--- src/rtl/adder_stim_gen.sv ---
// adder_stim_gen: on-chip stimulus source for the adder benches.
// It sends six fixed corner vectors first. It then sends pseudo-random vectors built from a
// 32-bit LFSR. Each vector {a, b, cin} is offered on a valid/ready handshake, and the run stops
// after NUM_VECTORS transfers.

module adder_stim_gen #(
    parameter int          N           = 128,
    parameter int          NUM_VECTORS = 30000,
    parameter logic [31:0] SEED        = 32'h0000_0001
) (
    input  logic         clk,
    input  logic         rst_n,
    input  logic         start,
    input  logic         abort,
    input  logic         ready,
    output logic         valid,
    output logic [N-1:0] a,
    output logic [N-1:0] b,
    output logic         cin,
    output logic [31:0]  vec_idx,
    output logic         busy,
    output logic         done
);

    // 32-bit words per operand. Filling a/b takes 2*WORDS words, plus one more word for cin.
    localparam int WORDS       = N / 32;
    localparam int FILL_CYCLES = 2 * WORDS + 1;
    localparam int FW          = $clog2(FILL_CYCLES);

    localparam logic [FW-1:0] FILL_LAST   = FW'(FILL_CYCLES - 1);
    localparam logic [31:0]   SEED_EFF    = (SEED == 32'd0) ? 32'd1 : SEED;
    localparam logic [31:0]   LAST_IDX    = 32'(NUM_VECTORS - 1);
    localparam logic [31:0]   LAST_CORNER = 32'd5;
    localparam bit            EMPTY_RUN   = (NUM_VECTORS == 0);

    typedef enum logic [2:0] {
        IDLE,
        CORNER,
        FILL,
        PRESENT,
        DONE
    } state_t;

    typedef struct packed {
        logic [N-1:0] a;
        logic [N-1:0] b;
        logic         cin;
    } vec_t;

    // Fixed corner-case vectors C0..C5. Wide patterns are truncated or replicated to N bits.
    function automatic vec_t corner_vec(input logic [2:0] k);
        vec_t v;
        v = '0;
        case (k)
            3'd0: v = '0;
            3'd1: begin
                v.a   = '1;
                v.cin = 1'b1;
            end
            3'd2: begin
                v.a   = '1;
                v.b   = '1;
                v.cin = 1'b1;
            end
            3'd3: begin
                v.a   = {(N/2){2'b01}};
                v.b   = {(N/2){2'b10}};
                v.cin = 1'b1;
            end
            3'd4: begin
                v.a = N'(1);
                v.b = '1;
            end
            3'd5: begin
                v.a = {1'b1, {(N-1){1'b0}}};
                v.b = {1'b1, {(N-1){1'b0}}};
            end
            default: v = '0;
        endcase
        return v;
    endfunction

    // One Fibonacci LFSR step with taps 31, 21, 1 and 0.
    function automatic logic [31:0] lfsr_step(input logic [31:0] s);
        return {s[30:0], s[31] ^ s[21] ^ s[1] ^ s[0]};
    endfunction

    state_t          state, state_next;
    logic [31:0]     lfsr, lfsr_next;
    logic [2*N-1:0]  shift, shift_next;
    logic [FW-1:0]   fill_cnt, fill_next;
    logic            valid_next, cin_next, busy_next, done_next;
    logic [N-1:0]    a_next, b_next;
    logic [31:0]     idx_next;
    logic            xfer;
    logic [31:0]     word;
    vec_t            cv;

    // Next-state and next-output logic for the whole generator.
    always_comb begin
        // NOTE: every signal written here gets a default first, so no latch is inferred.
        state_next = state;
        lfsr_next  = lfsr;
        shift_next = shift;
        fill_next  = fill_cnt;
        valid_next = valid;
        a_next     = a;
        b_next     = b;
        cin_next   = cin;
        idx_next   = vec_idx;
        busy_next  = busy;
        done_next  = done;
        xfer       = valid && ready;
        word       = lfsr_step(lfsr);
        cv         = corner_vec(vec_idx[2:0] + 3'd1);

        if (abort && state != IDLE) begin
            // Abort takes priority over a transfer in the same cycle. The pending vector is dropped.
            state_next = IDLE;
            valid_next = 1'b0;
            busy_next  = 1'b0;
            done_next  = 1'b0;
        end else begin
            case (state)
                IDLE: begin
                    if (start && !abort) begin
                        lfsr_next = SEED_EFF;
                        idx_next  = '0;
                        fill_next = '0;
                        if (EMPTY_RUN) begin
                            state_next = DONE;
                            busy_next  = 1'b0;
                            done_next  = 1'b1;
                        end else begin
                            state_next = CORNER;
                            busy_next  = 1'b1;
                            done_next  = 1'b0;
                            valid_next = 1'b1;
                            a_next     = corner_vec(3'd0).a;
                            b_next     = corner_vec(3'd0).b;
                            cin_next   = corner_vec(3'd0).cin;
                        end
                    end
                end

                CORNER: begin
                    if (xfer) begin
                        idx_next = vec_idx + 32'd1;
                        if (vec_idx == LAST_IDX) begin
                            state_next = DONE;
                            valid_next = 1'b0;
                            busy_next  = 1'b0;
                            done_next  = 1'b1;
                        end else if (vec_idx == LAST_CORNER) begin
                            state_next = FILL;
                            valid_next = 1'b0;
                            fill_next  = '0;
                        end else begin
                            a_next   = cv.a;
                            b_next   = cv.b;
                            cin_next = cv.cin;
                        end
                    end
                end

                FILL: begin
                    // Each step shifts one fresh word in at the bottom. The first word ends up in the MSBs of a.
                    lfsr_next = word;
                    if (fill_cnt == FILL_LAST) begin
                        a_next     = shift[2*N-1:N];
                        b_next     = shift[N-1:0];
                        cin_next   = word[0];
                        valid_next = 1'b1;
                        state_next = PRESENT;
                    end else begin
                        shift_next = {shift[2*N-33:0], word};
                        fill_next  = fill_cnt + FW'(1);
                    end
                end

                PRESENT: begin
                    if (xfer) begin
                        idx_next   = vec_idx + 32'd1;
                        valid_next = 1'b0;
                        if (vec_idx == LAST_IDX) begin
                            state_next = DONE;
                            busy_next  = 1'b0;
                            done_next  = 1'b1;
                        end else begin
                            state_next = FILL;
                            fill_next  = '0;
                        end
                    end
                end

                DONE: begin
                    valid_next = 1'b0;
                    busy_next  = 1'b0;
                    done_next  = 1'b1;
                    state_next = IDLE;
                end

                default: state_next = IDLE;
            endcase
        end
    end

    // State, LFSR, fill datapath and registered outputs.
    always_ff @(posedge clk or negedge rst_n) begin
        if (!rst_n) begin
            state    <= IDLE;
            lfsr     <= 32'd1;
            shift    <= '0;
            fill_cnt <= '0;
            valid    <= 1'b0;
            a        <= '0;
            b        <= '0;
            cin      <= 1'b0;
            vec_idx  <= '0;
            busy     <= 1'b0;
            done     <= 1'b0;
        end else begin
            // NOTE: sequential state uses non-blocking assignments, so every register here samples pre-edge values.
            state    <= state_next;
            lfsr     <= lfsr_next;
            shift    <= shift_next;
            fill_cnt <= fill_next;
            valid    <= valid_next;
            a        <= a_next;
            b        <= b_next;
            cin      <= cin_next;
            vec_idx  <= idx_next;
            busy     <= busy_next;
            done     <= done_next;
        end
    end

endmodule
--- config.mk ---
export PLATFORM = sky130hd
export DESIGN_NAME = adder_stim_gen
export DESIGN_NICKNAME = d
export VERILOG_FILES = /design/src/rtl/adder_stim_gen.sv
export SDC_FILE = /design/constraint.sdc
export NUM_CORES = 1
export LEC_CHECK = 0
export CORE_MARGIN = 3
export CORE_UTILIZATION = 50
export DETAILED_ROUTE_END_ITERATION = 8
export GPL_ROUTABILITY_DRIVEN = 0
export PLACE_DENSITY_LB_ADDON = 0.08
export SYNTH_ARGS = -nofsm -noshare
export SYNTH_HDL_FRONTEND = slang
export SYNTH_SLANG_ARGS = --single-unit
--- constraint.sdc ---
create_clock -name clk -period 2.8 [get_ports clk]
set_input_delay 0.42 -clock clk [delete_from_list [all_inputs] [get_ports clk]]
set_output_delay 0.42 -clock clk [all_outputs]
set_load 0.005 [all_outputs]
==> results.toml <==
[run_status]
outcome = "completed"

[critical_path]
reg2reg_depth = 6
worstPathMaxFanout = 12
critPathKind = "reg -> reg"
required_ns = 3.28
reg2reg_slack_ns = 0.21
slowest_stage = "or4_1"
critPathCaptureType = "flip-flop"
r2r-start = "vec_idx[0]$_DFFE_PN0P_"
cp_slowest_stage_delay_ns = 0.84
path_cells = "ha_1 -> nand3_1 -> or4_1 -> nor4_1 -> a21o_1 -> a21oi_1"
rr_endpoint = "vec_idx[30]$_DFFE_PN0P_"
cp.arrival_ns = 3.07
cp-start-kind = "flip-flop"

[yosys]
yosysSeqAreaShare_pct = 58.5
ys_ff_latch = 587
synth_xor_area_share_pct = 0.663
synthAdderAreaFrac_pct = 0.349
synth_nets = 2111
synth_compound_area_share_pct = 7.58
syn_inst = 2099
synth_top_family_by_area = "multiplexers"
muxShareOfSynthArea_pct = 21.7
synth-simple-area-share_pct = 4.40
yosysWarningCount = 0
synth_flop_cell = "dfrtp_1"
synth-edff-count = 0
async_reset_ff_share_pct = 100
synth_cell_type_count = 59
synth.avg_cell_area_sq_um = 12.0
syn-cell-area_sq_um = 25100

[drt]
dr.first_iter.drc_count = 1211
drt-met1-wl_mm = 29.9
drt_first_pass_iters = 5
drt_wl_total_mm = 63.3
remaining_drc_errors = 0
num_vias = 16581
ant_nets = 0
maxUsedRoutingLayer = "met4"
viasPerCell = 5.36
wire_per_inst_um = 20.5
dr_wl_met2_mm = 29.7
wl_met3_mm = 2.20

[die]
die-area_sq_um = 53000
io_pins = 297
start_util_pct = 51.0
core_area_sq_um = 49300
fp.dieH_um = 230
rows = 81
die_w_um = 230

[layout]
drive_above_1_share_pct = 18.4
nets = 2395
diodes = 0
synthToLayoutAreaGrowth_pct = 24.2
final_cell_mix = "586 x dfrtp_1, 295 x clkdlybuf4s50_1, 268 x a21oi_1"
final_area_sq_um = 31200
final_common_cell = "dfrtp_1"

[sta]
hold_viol = 0
fin_skew_ns = 0.0243
max_freq_mhz = 386
post-route-period-util_pct = 92.5
period_needed_ns = 2.59
slew_violations = 0
rsz0062_at_grt = "false"
layout_setup_ws_ns = 0.211
setup_viol = 0
max-slew-margin-rel_pct = 42.0
worst_hold_slack_ns = 0.369
tns_ns = 0
worst_pin_slew_ns = 0.870

[clocking]
cts_resized = 0
clockRootBuffer = "clkbuf_16"
cts_buffer_depth = 3
cts_tree = "yes"
h-tree-depth = 2
numCtsBuffers = 59
cts.clk_slew.worst_paths_ns = 0.06
cts_setup_buffers = 0
clk_latency_ns = 0.62
clock-sinks = 587

[global_routing]
grt_pass1_wl_mm = 102
globalRouteOverflowTotal = 0
grt_use_total_pct = 24.1
grt_pass1_vias = 17116
grt_antenna_before_repair = 0
grt_max_degree = 85

[placed_design]
pre_cts_ws_ns = 0.175
portBuffers = 296
placed_area_sq_um = 29200
detailed_place_hpwl_mm = 42.2

[pwr]
power_leakage_uw = 0.0142
cellPowerDensity_nw_per_um2 = 1100
ir_drop_mv = 0.578

[min_path]
hold_path.class = "in -> async"

[flow_run]
cap_violations = 0
[area by class of cell]
cell class                 instances  area [sq um]
fill                            3954         18100
timing repair buffer             361          3870
clock inverter                    17           203
tap                              664           831
sequential                       587         14700
inverter                         267          1000
multi-input combinational       1107          8780
clock buffer                      91          1830
[synth_stat cells, drive strengths merged, types with 6 or more instances]
library cell    n  area share (%)
o21ai          54             1.1
nand2b          6            0.15
xnor2          19            0.66
mux2i         253              10
and3            9            0.22
buf            93             2.1
nor4           21            0.86
nand2          85             1.3
nand3          17            0.34
mux2          259              12
o31ai           7            0.21
dfrtp         586              58
clkbuf         45            0.67
nor2           37            0.57
ha              7            0.35
inv           267             4.0
a21oi         269             5.4
nor3           11            0.24
[critical path, delay by kind of cell, from the launching register on]
| family | cells | cell delay, ns |
|---|---|---|
| flip-flops | 1 | 0.49 |
| adder cells (fa/ha/maj) | 1 | 0.34 |
| AO/OA/AOI/OAI | 2 | 0.22 |
| AND/OR/NAND/NOR | 3 | 1.42 |
[worst max path at each step]
stage,from,endpoint,slack [ns],depth (start not counted)
after floorplan,vec_idx[0]$_DFFE_PN0P_,vec_idx[18]$_DFFE_PN0P_,0.70,7
after global placement,abort,b[21]$_DFFE_PN0P_,0.23,8
after detailed placement,abort,b[3]$_DFFE_PN0P_,0.18,8
after CTS,vec_idx[0]$_DFFE_PN0P_,vec_idx[30]$_DFFE_PN0P_,0.23,6
after global routing,vec_idx[0]$_DFFE_PN0P_,vec_idx[30]$_DFFE_PN0P_,0.01,6
final,vec_idx[0]$_DFFE_PN0P_,vec_idx[30]$_DFFE_PN0P_,0.21,6
[flip-flops by register name (all words and copies together) (netlist names)]
signal    count
state         3
fill_cnt      4
valid         1
cin           1
done          1
lfsr         32
b           128
shift       256
busy          1
vec_idx      32
a           128
[stage by stage]
step                      util (%)  power, uW  std cells
after floorplan                  -      19400       2099
after global placement        59.2      25900       2985
after detailed placement      59.2      26200       2985
after CTS                     63.3      34500       3094
after global routing          63.3      36200       3094
final                         63.3      34200       3094
[power by group]
group	switching, uW	internal [uW]	leakage [uW]	total, uW
logic	6170	6640	0.00528	12800
registers	2190	11000	0.00794	13200
clock network	3330	4850	0.00101	8170
[timing repair]
item,CTS,global route
hold endpoints to repair,53,0
setup endpoints to repair,0,0
hold buffers,1,0
[routing by layer]
layer / track usage [%] / up-vias
met1: 35.9 / 8549
met3: 3.39 / 82
li1: - / 7625
met5: 0 / -
met4: 5.94 / 0
met2: 37.7 / 325
[cells by family after synthesis]
family                     Yosys count
xor gates and xnor gates            19
buffers and inverters              405
DFF                                587
and+or+nand+nor                    211
adders and majority gates            7
muxes                              512
AOI/OAI and AO/OA                  358
Note: power is estimated with default switching activity, not from simulation.
